==> config.mk <==
export PLATFORM = sky130hd
export DESIGN_NAME = ysyx_23060240_ifu_fsm
export DESIGN_NICKNAME = d
export VERILOG_FILES = /design/src/rtl/ysyx_23060240_ifu_fsm.sv
export SDC_FILE = /design/constraint.sdc
export NUM_CORES = 1
export LEC_CHECK = 0
export ABC_AREA = 1
export CORE_ASPECT_RATIO = 0.7
export CORE_UTILIZATION = 42
export DETAILED_ROUTE_END_ITERATION = 8
export PLACE_DENSITY = 0.87
export SYNTH_ARGS = -nofsm -noshare
export SYNTH_HDL_FRONTEND = slang
export SYNTH_SLANG_ARGS = --single-unit
==> constraint.sdc <==
create_clock -name clk -period 3.25 [get_ports clk]
set_input_delay 0.325 -clock clk [delete_from_list [all_inputs] [get_ports clk]]
set_output_delay 0.325 -clock clk [all_outputs]
set_load 0.01 [all_outputs]
==> src/rtl/ysyx_23060240_ifu_fsm.sv <==
// Instruction fetch unit: fetches one instruction at a time from a
// registered-read instruction SRAM. It presents the instruction to decode
// with a valid/ready handshake, then waits for write-back to supply the
// next PC before it starts the next fetch.
module ysyx_23060240_ifu_fsm #(
  parameter logic [31:0] RESET_PC = 32'h8000_0000
) (
  input  logic        clk,
  input  logic        rst,
  output logic        mem_r_en,
  output logic [31:0] mem_raddr,
  input  logic [31:0] mem_rdata,
  output logic        out_valid,
  input  logic        out_ready,
  output logic [31:0] out_pc,
  output logic [31:0] out_inst,
  input  logic        npc_valid,
  input  logic [31:0] npc,
  output logic [31:0] inst_cnt,
  output logic        npc_misalign
);

  typedef enum logic [2:0] {
    S_IDLE,
    S_REQ,
    S_RESP,
    S_VALID,
    S_WAIT_NPC
  } state_t;

  state_t      r_state;
  state_t      w_state_next;
  logic [31:0] r_pc;
  logic [31:0] r_inst;
  logic [31:0] r_inst_cnt;
  logic        r_misalign;

  logic        w_handshake;
  logic        w_npc_take;
  logic        w_capture;

  // Only WAIT_NPC listens to the write-back stage; npc_valid is ignored elsewhere.
  assign w_handshake = (r_state == S_VALID) && out_ready;
  assign w_npc_take  = (r_state == S_WAIT_NPC) && npc_valid;
  assign w_capture   = (r_state == S_RESP);

  // State register; reset drops back to IDLE at once, discarding any fetch in flight.
  always_ff @(posedge clk or posedge rst) begin
    if (rst) begin
      r_state <= S_IDLE;
    end else begin
      r_state <= w_state_next;
    end
  end

  // Next-state logic: one fetch is in flight at a time, REQ -> RESP -> VALID.
  always_comb begin
    w_state_next = r_state;
    case (r_state)
      S_IDLE:     w_state_next = S_REQ;
      S_REQ:      w_state_next = S_RESP;
      S_RESP:     w_state_next = S_VALID;
      S_VALID:    if (out_ready) w_state_next = S_WAIT_NPC;
      S_WAIT_NPC: if (npc_valid) w_state_next = S_REQ;
      default:    w_state_next = S_IDLE;
    endcase
  end

  // Datapath registers: PC, captured instruction, handshake counter, sticky misalign flag.
  always_ff @(posedge clk or posedge rst) begin
    if (rst) begin
      r_pc       <= RESET_PC;
      r_inst     <= 32'h0;
      r_inst_cnt <= 32'h0;
      r_misalign <= 1'b0;
    end else begin
      if (w_npc_take) begin
        r_pc <= npc;
      end
      if (w_npc_take && (npc[1:0] != 2'b00)) begin
        r_misalign <= 1'b1;
      end
      if (w_capture) begin
        r_inst <= mem_rdata;
      end
      if (w_handshake) begin
        r_inst_cnt <= r_inst_cnt + 32'd1;
      end
    end
  end

  // Outputs are decoded from the state alone, so they follow reset immediately.
  always_comb begin
    mem_r_en     = (r_state == S_REQ);
    mem_raddr    = r_pc;
    out_valid    = (r_state == S_VALID);
    out_pc       = r_pc;
    out_inst     = r_inst;
    inst_cnt     = r_inst_cnt;
    npc_misalign = r_misalign;
  end

endmodule

---- After elaboration in Yosys (flattened, before gate mapping) ----
Cells that the tools add are included.
storage, ports and cells
  bits in registers ....................... 100
  bits in latches ......................... 0
  memory bits (writable) .................. 0
  memory bits (read-only) ................. 0
  input bits .............................. 68
  output and inout port bits .............. 131
  logic and storage cells ................. 21
  memories ................................ 0
cells by class
  add/sub/neg operators ................... 1
  $mul .................................... 0
  div/mod/pow operators ................... 0
  $lt $le $gt $ge ......................... 0
  equal/unequal tests ..................... 6
  shifts and indexed selects .............. 0
  multiplexer cells ....................... 3
  bitwise operators ....................... 0
  reduce and logical (&&, ||, !) cells .... 6
operator list
  kind                     number
  $add A32 B1 Y32 const B  1
  $pmux W3 S5              1
  $eq A3 B2 Y1 const B     2
  $mux W3                  2
  $eq A3 B1 Y1 const B     1
  $eq A3 B3 Y1 const B     1
  $logic_and A1 B1 Y1      3
  $logic_not A3 Y1         1
  $ne A2 B1 Y1 const B     1
  $ne A2 B2 Y1 const B     1
  $reduce_and A2 Y1        1
  $reduce_bool A2 Y1       1

---- Depth between registers and ports, before layout ----
Gate-level depths: netlist of run 1.
  word-level depth ........................ 3
  mapped depth ............................ 9

---- Least setup slack after synthesis of run 1 ----
OpenSTA, ideal clock, no wires.
  path type ............................... reg-to-reg
  from .................................... register r_inst_cnt[1], in the netlist inst_cnt[1]
  to ...................................... register r_inst_cnt[18], in the netlist inst_cnt[18]
  library setup time ...................... 0.127 ns
  arrival time ............................ 1.349 ns
  slack ................................... 1.773 ns
  cell stages (with the launch flop) ...... 8
  path buffers ............................ 0
  cells stage by stage .................... dfrtp_1 -> ha_1 -> inv_1 -> nor2_1 -> nand2_1 -> nor2_1 -> nand2_1 -> xnor2_1
on the way
  word-level cells in the longest chain between the ends .. 1
RTL lines
  item                    line  source
  from (decl)             35    logic [31:0] r_inst_cnt;
  from (signal assigned)  87    r_inst_cnt <= r_inst_cnt + 32'd1;
  $add A32 B1 Y32         87
Every way passes these cells.
A chain may end at the register's enable or synchronous reset.

---- Worst setup path after layout of run 1 ----
  from .................................... register r_state[2]
  to ...................................... register r_state[0]
on the way
  word-level cells in the longest chain between the ends .. 3
  elaborated cells between the ends (all ways) .. 9
  classes of those cells .................. eq/ne (6); mux (1); reduce/logical (2)
RTL lines
  item                                                                  line  source
  from (decl)                                                           31    state_t r_state;
  from (signal assigned)                                                52    r_state <= w_state_next;
  $eq A3 B3 Y1 / $eq A3 B2 Y1 (equally long branches)                   59    case (r_state)
  $ne A2 B2 Y1 (no source line) / $ne A2 B1 Y1 (equally long branches)  n/a
  $reduce_and A2 Y1 (no source line)                                    n/a
Parallel ways exist; a longest one is shown, timed or not.

==> reports/qor.log, run 1 <==
qor: run_status.run_status complete, no violations
qor: floorplanning.die_width 126 µm
qor: power.power_frac_comb 0.434
qor: final_layout.post_route_cells_drive_above_1_share 0.0343
qor: final_layout.area_growth 48.5%
qor: timing.final_period_minus_worst_setup_slack 2250 ps
qor: critical_path.worst_ep_required_time 3480 ps
qor: synth.post_synth_num_cell_types 24
qor: power.pwr-share-clk 0.203
qor: clock_tree.tritoncts.num_buffers 9
qor: grt.gr-usage-met2 0.350
qor: grt.grt_most_used_layer met2
qor: drt.drt_drc_violations_left 0
qor: final_layout.antennaDiodeCount 0
qor: grt.wire_length_of_the_first_global_routing_pass 18500 µm
qor: critical_path.regToRegEndpoint r_state[0]
qor: synth.synthCells 556
qor: timing.clock_skew 5.77 ps
qor: clock_tree.level_count_of_the_clock_h_tree 3
qor: critical_path.reg2reg_depth 6
qor: critical_path.critical_path_sink r_state[0]
qor: critical_path.timing.reg2reg.setup_slack 1000 ps
qor: hold_path.min_path_type in2async
qor: final_layout.finalNetCount 792
qor: timing.finalHoldViolations 0
qor: timing.setup_total_negative_slack 0 ps
qor: timing.worst_margin_slew 1000 ps
qor: synth.syn_nets 625
qor: critical_path.start_kind flip-flop
qor: drt.average_wire_per_cell_in_the_routed_design 13.9 µm
qor: timing.hold_slack 386 ps
qor: power.internal_power_component 3.65 mW
qor: floorplanning.initial_core_utilization 0.434
qor: timing.worst_slew_margin_rel 0.331
qor: clock_tree.clkSlewWorstSetupHoldPaths 80 ps
qor: timing.timing.final.setup_violations 0
qor: flow_run.cap_violations 0
qor: timing.maximum_clock_frequency 444 MHz
qor: drt.vias_per_cell 4.78
qor: clock_tree.max-clock-path-buffers 2
qor: place.detailed_place_hpwl 8770 µm
qor: grt.first_global_vias 3821
qor: place.globalplace.congestion 0.882
qor: power.power_leakage 3.17 nW
qor: timing.fin_crit_sh 0.693
qor: grt.met3_usage 0.0634
qor: critical_path.setup.worst_path.end_class flip-flop
qor: synth.post_synthesis_cell_area 0.00453 mm²
qor: floorplanning.fp.dieArea 0.0112 mm²
qor: grt.grt_util_all_layers 0.215
qor: timing.rsz0062_at_grt false
qor: critical_path.worstReg2RegStart r_state[2]
qor: power.power_density_over_the_cells 830 mW/mm²
qor: grt.grt_start_max_net_pins 58
qor: power.switching_share 0.347
qor: drt.route.vias.total 4114
qor: grt.grt_remaining_overflow 0
qor: critical_path.worst-path-max-fanout 34
qor: grt.grt_antenna_before_repair 0
qor: critical_path.crit_path_cell_chain inv_1, nand3_1, buf_4, clkinv_1, nor2_1, a21oi_1
qor: power.share_seq_of_total_power 0.363
qor: synth.postSynthAreaPerCell 8.15 µm²
qor: clock_tree.postCtsSetupRepairBufs 0
qor: critical_path.critical_path.startpoint r_state[2]
qor: critical_path.critical-path-slowest-cell sky130_fd_sc_hd__clkinv_1
qor: clock_tree.tritoncts yes
qor: floorplanning.die_y 88.9 µm
qor: clock_tree.postCtsHoldBufs 0
qor: power.ir_drop 0.000529 V
qor: clock_tree.worst_skew_pair.late_latency 350 ps
qor: grt.met1_usage 0.280
qor: critical_path.criticalPathCategory reg2reg
qor: drt.drtIter0Drc 234
qor: clock_tree.tritoncts_num_sinks 100
qor: floorplanning.core-area 0.0104 mm²
qor: critical_path.slowest_delay 790 ps
qor: drt.firstDrtPassIters 5
qor: place.port_buffers 198
qor: floorplanning.io_pins 199
qor: drt.postRouteWirelength 11900 µm
qor: clock_tree.clk_root_buffer_cell sky130_fd_sc_hd__clkbuf_16
qor: clock_tree.cts_resized 0
qor: drt.drt.antenna.violating_nets 0
qor: synth.yosys_warnings 0
qor: critical_path.worst-endpoint-arrival 2480 ps
qor: timing.slew_viol_final 0
qor: synth.seq_total_area_yosys 0.552
qor: power.post-layout-total-power 5.59 mW
qor: power.netSwitchingPower 1.94 mW
qor: synth.synth_seq_cells 100
qor: floorplanning.placement_rows 31
qor: final_layout.fillCellCount 834
kinds of logic after synthesis:
logic type	synth area share
flops	0.552
simple gates	0.307
compound gates	0.00662
xor+xnor	0.0348
fa+ha+maj	0.00276
buf+inv	0.0961
worst min-delay path by stage:
stage            startpoint            end  slack [ps]  cells past startpoint
4_1_cts                 rst   out_inst[18]         400                      2
5_1_grt                 rst   mem_raddr[3]         430                      2
3_5_place_dp   npc_misalign   npc_misalign         470                      1
6_report                rst   mem_raddr[0]         390                      2
2_1_floorplan       npc[31]  mem_raddr[31]         420                      2
3_3_place_gp   npc_misalign   npc_misalign         460                      1
power by group through the flow:
stage	Sequential [mW]	Combinational, mW	Clock, mW
6_report	2.03	2.43	1.13
5_1_grt	2.09	2.63	1.20
4_1_cts	2.03	2.45	1.16
3_5_place_dp	2.03	2.44	0
3_3_place_gp	2.02	2.36	0
2_1_floorplan	2.18	1.01	0
area by class of cell:
type,count,area [µm²],share of cell area
sequential,100,2500,0.372
timing repair buffer,201,2020,0.300
multi-input combinational,375,1590,0.237
clock buffer,9,225,0.0335
tap,132,165,0.0245
inverter,36,138,0.0204
clock inverter,7,90.1,0.0134
layout by cell type (no fill, tap or decap), types with 2 or more instances in the layout:
| cell type | count |
|---|---|
| sky130_fd_sc_hd__inv_1 | 34 |
| sky130_fd_sc_hd__nor2_4 | 2 |
| sky130_fd_sc_hd__nor2_1 | 40 |
| sky130_fd_sc_hd__inv_6 | 2 |
| sky130_fd_sc_hd__buf_4 | 2 |
| sky130_fd_sc_hd__xnor2_1 | 13 |
| sky130_fd_sc_hd__nand4_1 | 10 |
| sky130_fd_sc_hd__nand3b_1 | 2 |
| sky130_fd_sc_hd__nand3_1 | 15 |
| sky130_fd_sc_hd__inv_8 | 3 |
| sky130_fd_sc_hd__nand2_1 | 276 |
| sky130_fd_sc_hd__dfrtp_1 | 99 |
| sky130_fd_sc_hd__nor3_1 | 2 |
| sky130_fd_sc_hd__xor2_1 | 5 |
| sky130_fd_sc_hd__clkbuf_16 | 9 |
| sky130_fd_sc_hd__o21ai_1 | 2 |
| sky130_fd_sc_hd__clkdlybuf4s50_1 | 198 |
| sky130_fd_sc_hd__o21ai_0 | 3 |
stage by stage:
stage | util | instances | instance area (µm²) | setup WS, ps
2_1_floorplan | - | 556 | 4530 | 308
3_3_place_gp | 0.615 | 844 | 6420 | 1100
3_5_place_dp | 0.615 | 844 | 6420 | 1020
4_1_cts | 0.645 | 860 | 6730 | 1020
5_1_grt | 0.645 | 860 | 6730 | 751
6_report | 0.645 | 860 | 6730 | 999
synthesized netlist by cell type:
cell type	n	area share
sky130_fd_sc_hd__nor2_1	40	0.033
sky130_fd_sc_hd__buf_6	1	0.0025
sky130_fd_sc_hd__dfstp_2	1	0.0058
sky130_fd_sc_hd__and2_1	1	0.0014
sky130_fd_sc_hd__nor2_4	2	0.0050
sky130_fd_sc_hd__nand2_2	1	0.0014
sky130_fd_sc_hd__buf_4	32	0.053
sky130_fd_sc_hd__inv_1	35	0.029
sky130_fd_sc_hd__nor3_1	2	0.0022
sky130_fd_sc_hd__nand3b_1	2	0.0033
sky130_fd_sc_hd__nand2_1	276	0.23
sky130_fd_sc_hd__nand3_1	15	0.017
sky130_fd_sc_hd__clkinv_1	1	0.00083
sky130_fd_sc_hd__ha_1	1	0.0028
sky130_fd_sc_hd__dfrtp_1	99	0.55
sky130_fd_sc_hd__a21oi_1	1	0.0011
sky130_fd_sc_hd__o21ai_1	2	0.0022
sky130_fd_sc_hd__xor2_1	5	0.0097
sky130_fd_sc_hd__buf_2	3	0.0033
sky130_fd_sc_hd__nor3_2	1	0.0022
sky130_fd_sc_hd__nand4_1	10	0.014
sky130_fd_sc_hd__xnor2_1	13	0.025
sky130_fd_sc_hd__clkbuf_1	9	0.0075
sky130_fd_sc_hd__o21ai_0	3	0.0033
metal layers:
metal | routed length (µm) | part of all wire
met5 | 0 | 0
met4 | 149 | 0.012
met3 | 895 | 0.075
met2 | 5740 | 0.48
met1 | 5160 | 0.43
worst max-delay path, delay by kind of cell (launching register included):
kind,cells,cell delay (ps)
compound gates,1,90
buf+inv,3,1170
flops,1,480
simple gates,2,370
sequential cells by signal, summed over array words and instances (netlist names):
name,count
npc_misalign,1
inst_cnt,32
r_state,3
out_inst,32
mem_raddr,32
Note: power is estimated with default switching activity, not from simulation.
==> run 2: changes to the inputs <==
- CORE_UTILIZATION: 42 -> 38
- PLACE_DENSITY: 0.87 -> 0.83
- clock period: 3.25 -> 1.9 ns (I/O delays scaled with it)
==> run 2 against run 1 <==
  * Clock-buffer cell count rose by 2
  * Sequential cell count did not move
  * Cell count rose by 2.9%
  * Setup slack got worse by 890 ps
  * Utilization fell by 4.2 points
  * Clock power rose by 61%
  * Final area rose by 1.1%
  * Routed wire length rose by 1.5%
  * Via count fell by 1.1%
  * Largest cell class unchanged
  * Register-to-register slack got worse by 850 ps
  * Clock skew fell by 0.65 ps
  * Non-clock buffer count rose by 5
==> reports/qor.log, run 2 (synthesis results as in run 1) <==
qor: grt.first_global_vias 4007
qor: critical_path.setup.worst_path.end_class output port
qor: place.port_buffers 198
qor: floorplanning.initial_core_utilization 0.401
qor: critical_path.slowest_delay 570 ps
qor: drt.firstDrtPassIters 5
qor: critical_path.timing.reg2reg.setup_slack 150 ps
qor: final_layout.fillCellCount 949
qor: place.number_of_placed_cells_counting_well_taps 870
qor: power.power_density_over_the_cells 1390 mW/mm²
qor: final_layout.mostFrequentLayoutCell sky130_fd_sc_hd__nand2_1
qor: run_status.run_status complete, no violations
qor: critical_path.start_kind flip-flop
qor: drt.vias_per_cell 4.60
qor: final_layout.post_route_cells_drive_above_1_share 0.0410
qor: critical_path.worst_ep_required_time 1710 ps
qor: clock_tree.postCtsSetupRepairBufs 0
qor: timing.fin_crit_sh 0.942
qor: final_layout.area_growth 50.2%
qor: power.ir_drop 0.000833 V
qor: timing.setup_total_negative_slack 0 ps
qor: grt.grt_util_all_layers 0.201
qor: grt.grt_remaining_overflow 0
qor: floorplanning.die_width 133 µm
qor: floorplanning.die_y 93.4 µm
qor: final_layout.regArea 0.00250 mm²
qor: timing.clock_skew 5.12 ps
qor: critical_path.criticalPathCategory reg2out
qor: place.detailed_place_hpwl 8990 µm
qor: drt.drt_drc_violations_left 0
qor: clock_tree.worst_skew_pair.late_latency 330 ps
qor: drt.drtIter0Drc 216
qor: floorplanning.placement_rows 32
qor: critical_path.critical-path-slowest-cell sky130_fd_sc_hd__clkdlybuf4s50_1
qor: clock_tree.clk_root_buffer_cell sky130_fd_sc_hd__clkbuf_16
qor: timing.worst_margin_slew 571 ps
qor: place.globalplace.congestion 0.875
qor: critical_path.worst-path-max-fanout 6
qor: final_layout.area_of_the_multi_input_gates 0.00160 mm²
qor: timing.slew_viol_final 0
qor: grt.grt_antenna_before_repair 0
qor: clock_tree.max-clock-path-buffers 2
qor: drt.average_wire_per_cell_in_the_routed_design 13.7 µm
qor: flow_run.cap_violations 0
qor: timing.worst_slew_margin_rel 0.618
qor: floorplanning.fp.dieArea 0.0124 mm²
qor: critical_path.crit_path_cell_chain nor3_2, clkdlybuf4s50_1
qor: clock_tree.tritoncts_num_sinks 100
qor: clock_tree.clkSlewWorstSetupHoldPaths 60 ps
qor: grt.wire_length_of_the_first_global_routing_pass 19500 µm
qor: timing.final_period_minus_worst_setup_slack 1790 ps
qor: grt.grt_start_max_net_pins 40
qor: drt.postRouteWirelength 12100 µm
qor: critical_path.worst-endpoint-arrival 1600 ps
qor: drt.route.vias.total 4067
qor: final_layout.layout_common_cells sky130_fd_sc_hd__nand2_1, sky130_fd_sc_hd__clkdlybuf4s50_1, sky130_fd_sc_hd__dfrtp_1
qor: power.power_leakage 3.18 nW
qor: floorplanning.io_pins 199
qor: final_layout.finalNetCount 797
qor: timing.maximum_clock_frequency 559 MHz
qor: timing.rsz0062_at_grt false
qor: clock_tree.tritoncts yes
qor: floorplanning.core-area 0.0113 mm²
qor: timing.timing.final.setup_violations 0
qor: final_layout.layout.cells.non_filler 885
qor: hold_path.min_path_type in2async
qor: timing.finalHoldViolations 0
qor: final_layout.antennaDiodeCount 0
qor: clock_tree.level_count_of_the_clock_h_tree 3
qor: clock_tree.tritoncts.num_buffers 9
qor: drt.drt.antenna.violating_nets 0
[run 2: path summary, 6_finish.rpt]
kind	from	endpoint	cells after the start
max	r_state[2]	mem_r_en	2
min	rst	mem_raddr[10]	2
max reg2reg	r_state[1]	inst_cnt[25]	8
min reg2reg	out_inst[31]	out_inst[31]	2
max in group asynchronous	rst	mem_raddr[1]	3
min in group clk	mem_rdata[27]	out_inst[27]	3
[run 2: final cells by class]
type,count,area share
inverters,36,0.0204
well taps,153,0.0281
flip-flops and latches,100,0.368
multi-input cells,375,0.235
clock inverters,4,0.00735
repair buffers,206,0.305
clock buffers,11,0.0357
[run 2: stage by stage]
stage          hold slack [ps]  setup slack (ps)  power, mW  area, µm²   util
2_1_floorplan              281               423       5.44       4540      -
3_3_place_gp               458               272       7.57       6510  0.576
3_5_place_dp               467               189       7.71       6510  0.576
4_1_cts                    276              74.2       9.60       6810  0.603
5_1_grt                    303              36.0       10.1       6810  0.603
6_report                   267               110       9.47       6810  0.603
[run 2: timing repair]
action                                  in CTS  in global routing
endpoints found under the setup margin       1                  1
hold buffers                                 0                  0
resized for setup                            1                  1
[run 2: worst max-delay path, delay by kind of cell (launching register included)]
kind	cells	cell delay (ps)
flip-flops	1	470
AND/OR/NAND/NOR	1	230
buffers and inverters	1	570
[run 2: power breakdown]
part | switching, mW | leakage [nW] | internal, mW
Clock | 0.769 | 0.138 | 1.05
Combinational | 1.85 | 1.77 | 2.35
Sequential | 0.565 | 1.28 | 2.89
[run 2: layer usage]
layer  up-vias  GRT usage  wire [µm]
li1       1997          -          -
met2       171      0.329       5690
met3        18     0.0721       1130
met5         -          0          0
met4         0     0.0508        157
met1      1881      0.252       5150
==> run 3: changes to the inputs <==
- CORE_UTILIZATION: 38 -> 42
- PLACE_DENSITY: 0.83 -> 0.84
- clock period: 1.9 -> 2 ns (I/O delays scaled with it)
==> run 3 against run 2 <==
  * Setup slack lost 7.0 ps
  * Sequential cell count is the same
  * Combinational power shrank 5.7%
  * Critical path type unchanged
  * Largest power group unchanged
==> reports/qor.log, run 3 (synthesis results as in run 1) <==
qor: clock_tree.postCtsHoldBufs 0
qor: floorplanning.core-area 0.0104 mm²
qor: floorplanning.initial_core_utilization 0.434
qor: timing.finalHoldViolations 0
qor: drt.firstDrtPassIters 4
qor: critical_path.criticalPathCategory reg2out
qor: clock_tree.tritoncts.num_buffers 9
qor: final_layout.mostFrequentLayoutCell sky130_fd_sc_hd__nand2_1
qor: clock_tree.max-clock-path-buffers 2
qor: power.ir_drop 0.000843 V
qor: timing.fin_crit_sh 0.949
qor: final_layout.final_core_util 0.647
qor: timing.slew_viol_final 0
qor: floorplanning.fp.dieArea 0.0112 mm²
qor: drt.drtIter0Drc 186
qor: final_layout.post_route_cells_drive_above_1_share 0.0356
qor: timing.clock_skew 8.39 ps
qor: timing.hold_slack 307 ps
qor: grt.first_global_vias 3804
qor: clock_tree.tritoncts_num_sinks 100
qor: critical_path.critical-path-slowest-cell sky130_fd_sc_hd__clkdlybuf4s50_1
qor: critical_path.start_kind flip-flop
qor: drt.average_wire_per_cell_in_the_routed_design 13.1 µm
qor: final_layout.antennaDiodeCount 0
qor: final_layout.layout_common_cells sky130_fd_sc_hd__nand2_1, sky130_fd_sc_hd__clkdlybuf4s50_1, sky130_fd_sc_hd__dfrtp_1
qor: run_status.run_status complete, no violations
qor: place.detailed_place_hpwl 8440 µm
qor: clock_tree.tritoncts yes
qor: place.dpl_worst_slack 233 ps
qor: timing.timing.final.setup_violations 0
qor: place.number_of_placed_cells_counting_well_taps 847
qor: clock_tree.cts_resized 0
qor: floorplanning.die_width 126 µm
qor: drt.vias_per_cell 4.68
qor: grt.grt_remaining_overflow 0
qor: final_layout.finalNetCount 795
qor: critical_path.reg2reg_depth 7
qor: hold_path.min_path_type in2async
qor: critical_path.worst-endpoint-arrival 1700 ps
qor: drt.postRouteWirelength 11300 µm
qor: critical_path.crit_path_cell_chain nor3_1, clkdlybuf4s50_1
qor: clock_tree.level_count_of_the_clock_h_tree 3
qor: critical_path.setup.worst_path.end_class output port
qor: clock_tree.postCtsSetupRepairBufs 0
qor: timing.rsz0062_at_grt false
qor: timing.worst_slew_margin_rel 0.656
qor: timing.final.setup.worst_slack 103 ps
qor: power.power_leakage 3.17 nW
qor: final_layout.fillCellCount 838
qor: drt.drt_drc_violations_left 0
qor: floorplanning.io_pins 199
qor: grt.grt_start_max_net_pins 60
qor: critical_path.crit_cells 2
qor: clock_tree.worst_skew_pair.late_latency 330 ps
qor: final_layout.layout.cells.non_filler 863
qor: flow_run.cap_violations 0
qor: grt.wire_length_of_the_first_global_routing_pass 18100 µm
qor: critical_path.critical_path_buf_inv_count 1
qor: final_layout.area_growth 48.9%
qor: clock_tree.clk_root_buffer_cell sky130_fd_sc_hd__clkbuf_16
qor: critical_path.regToRegEndpoint inst_cnt[18]
qor: place.globalplace.congestion 0.902
qor: timing.maximum_clock_frequency 527 MHz
qor: floorplanning.placement_rows 31
qor: critical_path.slowest_delay 600 ps
qor: critical_path.critical-path-top-delay-family buffers and inverters
qor: grt.grt_antenna_before_repair 0
qor: floorplanning.die_y 88.9 µm
qor: critical_path.worst-path-max-fanout 6
qor: critical_path.worstReg2RegStart inst_cnt[0]
qor: timing.final_period_minus_worst_setup_slack 1900 ps
qor: power.power_density_over_the_cells 1320 mW/mm²
qor: critical_path.worst_ep_required_time 1800 ps
qor: timing.setup_total_negative_slack 0 ps
qor: clock_tree.clkSlewWorstSetupHoldPaths 60 ps
qor: grt.grt_util_all_layers 0.205
qor: drt.drt.antenna.violating_nets 0
qor: critical_path.timing.reg2reg.setup_slack 300 ps
qor: place.port_buffers 198
qor: timing.worst_margin_slew 516 ps
qor: drt.route.vias.total 4041
-- run 3: stage by stage --
step	power, mW	cell area [µm²]
3_5_place_dp	7.29	6450
4_1_cts	9.06	6750
5_1_grt	9.55	6750
6_report	8.94	6750
3_3_place_gp	7.15	6450
2_1_floorplan	5.17	4540
-- run 3: layout make-up --
class	count	area, µm²	share of cell area
Clock buffer	12	246	0.0365
Clock inverter	4	50.0	0.00741
Inverter	36	139	0.0206
Timing Repair Buffer	204	2050	0.304
Sequential cell	100	2500	0.371
Multi-Input combinational cell	375	1590	0.236
Tap cell	132	165	0.0245
-- run 3: routing by layer --
layer / vias up / share of wire / track usage
met2: 173 / 0.47 / 0.333
met5: - / 0 / 0
li1: 1996 / - / -
met3: 15 / 0.087 / 0.0736
met4: 0 / 0.010 / 0.0581
met1: 1857 / 0.44 / 0.262
-- run 3: how the worst max path moves through the flow --
stage / from / endpoint / slack, ps
final: r_state[2] / mem_r_en / 100
after global placement: out_ready / inst_cnt[17] / 330
after detailed placement: out_ready / inst_cnt[6] / 230
after floorplan: inst_cnt[1] / inst_cnt[18] / 520
after CTS: r_state[2] / mem_r_en / 80
after global routing: r_state[2] / mem_r_en / 60
-- run 3: worst reg2reg max path: cells and delay by family, from the launching register on --
family | cells | cell delay (ps)
buf+inv | 1 | 50
fa+ha+maj | 1 | 190
simple gates | 4 | 790
xor+xnor | 1 | 140
flops | 1 | 400
-- run 3: where the power goes --
group	switching, mW	internal (mW)	total, mW
sequential	0.517	2.75	3.26
clock	0.713	1.00	1.72
combinational	1.74	2.22	3.96
